[src/rtl/mem_port_arbiter.sv]
// Round-robin arbiter sharing one block-wide memory port between the I-cache and D-cache.
// A granted cache owns the port until its ready retires, followed by one release cycle.
module mem_port_arbiter #(
    parameter int ADDR_W = 28,
    parameter int DATA_W = 128
) (
    input  logic              clk,
    input  logic              proc_reset,
    input  logic              i_mem_read,
    input  logic              i_mem_write,
    input  logic [ADDR_W-1:0] i_mem_addr,
    input  logic [DATA_W-1:0] i_mem_wdata,
    output logic [DATA_W-1:0] i_mem_rdata,
    output logic              i_mem_ready,
    input  logic              d_mem_read,
    input  logic              d_mem_write,
    input  logic [ADDR_W-1:0] d_mem_addr,
    input  logic [DATA_W-1:0] d_mem_wdata,
    output logic [DATA_W-1:0] d_mem_rdata,
    output logic              d_mem_ready,
    output logic              mem_read,
    output logic              mem_write,
    output logic [ADDR_W-1:0] mem_addr,
    output logic [DATA_W-1:0] mem_wdata,
    input  logic [DATA_W-1:0] mem_rdata,
    input  logic              mem_ready,
    output logic              grant_d,
    output logic              busy
);

    typedef enum logic [2:0] {
        IDLE  = 3'd0,
        GNT_I = 3'd1,
        GNT_D = 3'd2,
        REL_I = 3'd3,
        REL_D = 3'd4
    } state_t;

    state_t            state_reg, state_next;
    logic              last_gnt_d_reg, last_gnt_d_next;   // 0 = I-cache was last owner
    logic [DATA_W-1:0] rdata_hold_reg;
    logic              capture;
    logic              i_req, d_req;

    assign i_req = i_mem_read | i_mem_write;
    assign d_req = d_mem_read | d_mem_write;

    assign i_mem_rdata = rdata_hold_reg;
    assign d_mem_rdata = rdata_hold_reg;

    always_ff @(posedge clk or posedge proc_reset) begin
        if (proc_reset) begin
            state_reg      <= IDLE;
            last_gnt_d_reg <= 1'b0;
            rdata_hold_reg <= '0;
        end else begin
            state_reg      <= state_next;
            last_gnt_d_reg <= last_gnt_d_next;
            if (capture) begin
                rdata_hold_reg <= mem_rdata;
            end
        end
    end

    always_comb begin
        state_next      = state_reg;
        last_gnt_d_next = last_gnt_d_reg;
        capture         = 1'b0;
        mem_read        = 1'b0;
        mem_write       = 1'b0;
        mem_addr        = '0;
        mem_wdata       = '0;
        i_mem_ready     = 1'b0;
        d_mem_ready     = 1'b0;
        grant_d         = 1'b0;
        busy            = 1'b0;

        case (state_reg)
            IDLE: begin
                // On a tie the cache that did not own the port last time wins.
                if (d_req && (!i_req || !last_gnt_d_reg)) begin
                    state_next      = GNT_D;
                    last_gnt_d_next = 1'b1;
                end else if (i_req) begin
                    state_next      = GNT_I;
                    last_gnt_d_next = 1'b0;
                end
            end
            GNT_I: begin
                busy        = 1'b1;
                mem_write   = i_mem_write;
                mem_read    = i_mem_read & ~i_mem_write;
                mem_addr    = i_mem_addr;
                mem_wdata   = i_mem_wdata;
                i_mem_ready = mem_ready;
                if (mem_ready) begin
                    capture    = 1'b1;
                    state_next = REL_I;
                end else if (!i_req) begin
                    state_next = IDLE;
                end
            end
            GNT_D: begin
                busy        = 1'b1;
                grant_d     = 1'b1;
                mem_write   = d_mem_write;
                mem_read    = d_mem_read & ~d_mem_write;
                mem_addr    = d_mem_addr;
                mem_wdata   = d_mem_wdata;
                d_mem_ready = mem_ready;
                if (mem_ready) begin
                    capture    = 1'b1;
                    state_next = REL_D;
                end else if (!d_req) begin
                    state_next = IDLE;
                end
            end
            REL_I: begin
                // Owner stays selected but strobes are quiet while the cache retires its ready.
                busy       = 1'b1;
                mem_addr   = i_mem_addr;
                mem_wdata  = i_mem_wdata;
                state_next = IDLE;
            end
            REL_D: begin
                busy       = 1'b1;
                grant_d    = 1'b1;
                mem_addr   = d_mem_addr;
                mem_wdata  = d_mem_wdata;
                state_next = IDLE;
            end
            default: begin
                state_next = IDLE;
            end
        endcase
    end

endmodule

[config.mk]
export PLATFORM = sky130hd
export DESIGN_NAME = mem_port_arbiter
export DESIGN_NICKNAME = d
export VERILOG_FILES = /design/src/rtl/mem_port_arbiter.sv
export SDC_FILE = /design/constraint.sdc
export NUM_CORES = 1
export LEC_CHECK = 0
export CAP_MARGIN = 40
export CORE_AREA = 2 2 334 336
export CTS_BUF_LIST = sky130_fd_sc_hd__clkbuf_8 sky130_fd_sc_hd__clkbuf_16
export DETAILED_ROUTE_END_ITERATION = 10
export DIE_AREA = 0 0 336 338
export GPL_TIMING_DRIVEN = 0
export SLEW_MARGIN = 5
export SYNTH_ARGS = -nofsm -noshare
export SYNTH_HDL_FRONTEND = slang
export SYNTH_SLANG_ARGS = --single-unit
[constraint.sdc]
create_clock -name clk -period 4.9 [get_ports clk]
set_input_delay 0.735 -clock clk [delete_from_list [all_inputs] [get_ports clk]]
set_output_delay 0.735 -clock clk [all_outputs]
set_load 0.01 [all_outputs]
After elaboration in Yosys (flattened, before gate mapping):

Index checks and enable logic that the tools add are counted.

* register bits: 132
* logic and storage cells: 47
* input port bits: 447

* eq/ne operators: 7
* bitwise gates (word level): 6
* reductions and logical operators: 12
* multiplexer cells: 19

Operators by type and width (count)
* $pmux W128 S2: 1
* $pmux W28 S2: 1
* $mux W3: 6
* $ne A3 B3 Y1 const B: 3
* $pmux W3 S3: 1
* $mux W1: 8
* $eq A3 B2 Y1 const B: 2
* $reduce_or A2 Y1: 3
* $pmux W1 S2: 2
* $reduce_or A4 Y1: 1
* $eq A3 B1 Y1 const B: 1
* $eq A3 B3 Y1 const B: 1
* $logic_not A3 Y1: 1
* $reduce_and A3 Y1: 1
* $and A1 B1 Y1: 2
* $logic_not A1 Y1: 2
* $not A1 Y1: 2
* $or A1 B1 Y1: 2
* $reduce_and A2 Y1: 1
* $reduce_bool A2 Y1: 1
* $logic_and A1 B1 Y1: 1
* $logic_or A1 B1 Y1: 1

Logic depth before layout (Yosys ltp):

* word-level depth: 6
* gate-level depth with buffers: 6
* gate-level depth less buffers: 3

Least setup slack after synthesis:

OpenSTA, ideal clock, no wires.

* path kind: register to output
* start point: register state_reg[1]
* end point: output port mem_wdata[100]
* path buffers: 3
* arrival time: 1.301 ns
* slack: 2.864 ns
* required time: 4.165 ns
* cell stages (with the launch flop): 7
* cells stage by stage: dfrtp_1 > buf_6 > xnor2_1 > nor2_2 > buf_2 > buf_4 > a22o_1

* word-level cells in the longest chain between the ends: 3
* elaborated cells on any way between the ends: 7
* those cells by class: eq/ne (4); mux (1); reduce/logical (2)

Ends and longest elaborated chain
* from (decl): line 39 `state_t state_reg, state_next;`
* from (signal assigned): line 57 `state_reg <= state_next;`
* $eq A3 B2 Y1 (tied with other cells): line 78 `case (state_reg)`
* $reduce_or A2 Y1 (no line)
* $pmux W128 S2 *: line 78
* to (decl): line 24 `output logic [DATA_W-1:0] mem_wdata,`

Mark *: on every way between the ends. The rest lies on a longest branch, timed or not.

Worst setup path after layout:

* start point: register state_reg[0]
* end point: output port mem_wdata[103]

The elaborated chain is that of the path after synthesis.

==> metrics.md <==
| Metric | Value |
|---|---|
| Crit path required time | 4160 ps |
| Hold depth | 1 |
| Post-route DRC | 0 |
| Syn Area/Cell | 12.9 sq um |
| Post-synth ARST share | 100% |
| Number of global-route vias before repair | 9096 |
| Actual slew at the worst max-slew pin | 573 ps |
| Die Outline Area | 114000 sq um |
| Unique masters post-synth | 33 |
| DRT Pass-1 Iters | 4 |
| Share of layout cells above drive strength 1 | 21.2% |
| P per Cell Area | 718 nW/um^2 |
| Final setup viols | 0 |
| H-tree depth | 4 |
| Critical path's most frequent cell | buf_2 |
| TritonCTS Sinks | 132 |
| Final Hold Vio Count | 0 |
| VDD IR max | 0.272 mV |
| Crit Path Max Fanout | 10 |
| Type of the most critical hold path | register to register |
| Setup bufs post-CTS | 0 |
| Die X | 336 um |
| Area of the mapped netlist | 8150 sq um |
| RSZ-0062 raised after global routing | false |
| First-pass GRT wire length | 102 mm |
| Critical Path End Type | output pin |
| Worst flop-to-flop path endpoint | d_mem_rdata[37] |
| Core ar. | 110000 sq um |
| Site Rows | 122 |
| Post-synthesis cell count | 631 |
| GRT Util Overall | 14.4% |
| Inst Count DP | 2984 |
| Critical path type | register to output pin |
| Worst Clk Skew | 20.3 ps |
| Area of the multi-input gates | 3420 sq um |
| Routed vias | 9347 |
| Warning count from the yosys run | 0 |
| Syn-to-layout area delta | 137% |
| Slew Limit Fails | 0 |
| Drt wl/cell | 28.2 um |
| Post-cts sizing count | 0 |
| Reg clk slew, reported paths | 80 ps |
| Final cell utilization of the core | 17.5% |
| Reg-to-reg setup timing slack | 3010 ps |
| Filler cells | 12.2k |
| Final period utilization | 79.4% |
| RD Place Congestion | 0.997 |
| #FFs+latches synth | 132 |
| Reg-to-reg startpoint | state_reg[0] |
| Max reg flops | 128 |
| Fmax | 257 MHz |
| Top_reg_cell synth | dfrtp_1 |
| Nets | 1962 |
| Status | finished clean |
| Hold Path End | last_gnt_d_reg |
| CTS tree | built |
| Clock buffer count from CTS | 17 |
| Worst relative slew slack | 61.7% |
| Final hold slack | 485 ps |
| Die Ht | 338 um |
| Initial core utilization | 7.41% |
| Number of antenna violations at the first check in global routing | 57 |
| Min-Delay Startpoint | last_gnt_d_reg |
| Sequential share of the synthesized area | 40.5% |
| Largest net degree at the start of global routing | 79 |
| CP max stage cell | clkdlybuf4s50_1 |
| Syn_nets | 1078 |
| Clk buf depth | 2 |
| Root cell of the clock tree | clkbuf_16 |
| Iteration-0 DRC Markers | 515 |
| Final ANT Viol Nets | 0 |
| Hold_buf cts | 0 |
| Vias per std cell | 3.09 |
| Crit start category | register |
| Final std cells w/o fill | 3025 |
| Skew-Pair Late Insertion Delay | 480 ps |
| CP peak stage delay | 840 ps |
| Maxcap violations | 0 |
| Hpwl dp | 77.6 mm |
| Critical path arrival | 3160 ps |
| Min cycle time layout | 3890 ps |
| Reg area | 3300 sq um |
| Crit-path cells | buf_4, nor2b_1, clkbuf_1, buf_2, buf_2, a22o_1, clkdlybuf4s50_1 |
| LEAKAGE | 7.60 nW |
| Total wire length | 85.3 mm |
| Top-Level Pins | 865 |
| Overflow after GRT | 0 |
| Post-synth EDFFs | 0 |
| Register-to-Register Path Depth | 6 |
| Port Buf Inserts | 864 |
==> synthesized netlist by cell type, types with 2 or more instances <==
cell | instances | area [sq um]
mux2_1 | 20 | 225
buf_2 | 29 | 145
mux2_2 | 8 | 90.1
nor2_1 | 5 | 18.8
mux2_4 | 100 | 1500
inv_1 | 2 | 7.51
nand2b_4 | 3 | 41.3
nor4b_1 | 2 | 17.5
buf_8 | 2 | 30.0
buf_12 | 11 | 220
a22o_1 | 156 | 1370
buf_6 | 2 | 22.5
o21ai_0 | 3 | 15.0
clkbuf_1 | 5 | 18.8
or2_2 | 2 | 12.5
nand3b_1 | 2 | 15.0
dfrtp_1 | 132 | 3300
buf_4 | 131 | 983
a21oi_1 | 2 | 10.0
==> routing by layer <==
metal  GRT usage (%)  share of wire [%]
met1            17.2                 40
met2            21.7                 44
met3            8.02                 13
met4            4.26                2.7
met5            1.06               0.63
==> worst max-delay path, delay by kind of cell, from the launching register on <==
family | cells | cell delay [ps]
buffers and inverters | 5 | 1990
flip-flops | 1 | 330
AO/OA/AOI/OAI | 1 | 180
AND/OR/NAND/NOR | 1 | 140
==> through the flow <==
step / power (W) / area, sq um / setup TNS, ps / setup slack [ps]
after floorplan: 0.00621 / 8150 / 0 / 639
after global placement: 0.0125 / 18700 / -287930 / -2220
after detailed placement: 0.0126 / 18700 / 0 / 1370
after CTS: 0.0140 / 19300 / 0 / 776
after global routing: 0.0144 / 19300 / 0 / 772
final: 0.0139 / 19300 / 0 / 1010
==> kinds of logic after synthesis <==
family                    synth area share, %
buffers and inverters                    17.5
AOI/OAI and AO/OA                        17.7
DFF                                      40.5
muxes                                    22.3
and+or+nand+nor                          1.86
xor gates and xnor gates                0.107
==> worst max path at each step <==
stage | start | end | slack (ps)
4_1_cts | state_reg[2] | mem_wdata[90] | 780
3_3_place_gp | proc_reset | d_mem_rdata[31] | -2220
6_report | state_reg[0] | mem_wdata[103] | 1010
2_1_floorplan | proc_reset | d_mem_rdata[0] | 640
3_5_place_dp | state_reg[2] | mem_wdata[90] | 1370
5_1_grt | state_reg[0] | mem_wdata[90] | 770
==> layout make-up <==
class,instances,share of cell area [%]
antenna,9,0.117
buffer,180,7.36
clock buffer,18,2.28
clock inverter,14,0.758
inverter,2,0.0778
multi-input combinational,317,17.7
sequential,132,17.1
tap,1488,9.64
timing repair buffer,865,44.9
==> report_power, final <==
group	internal, W	total [W]	switching (W)
clock	0.000725	0.00134	0.000613
sequential	0.00165	0.00245	0.000793
combinational	0.00545	0.0101	0.00463
total	0.00783	0.0139	0.00603
==> cells in the final DEF, fill, tap and decap left out, drive strengths merged, types with 4 or more instances in the layout <==
master / instances
nand2b: 4
diode: 9
nor2: 6
mux2: 128
clkdlybuf4s50: 864
dfrtp: 132
clkinv: 5
buf: 176
a22o: 156
inv: 7
clkbuf: 23
No activity file was read; power rests on OpenSTA's default activity.
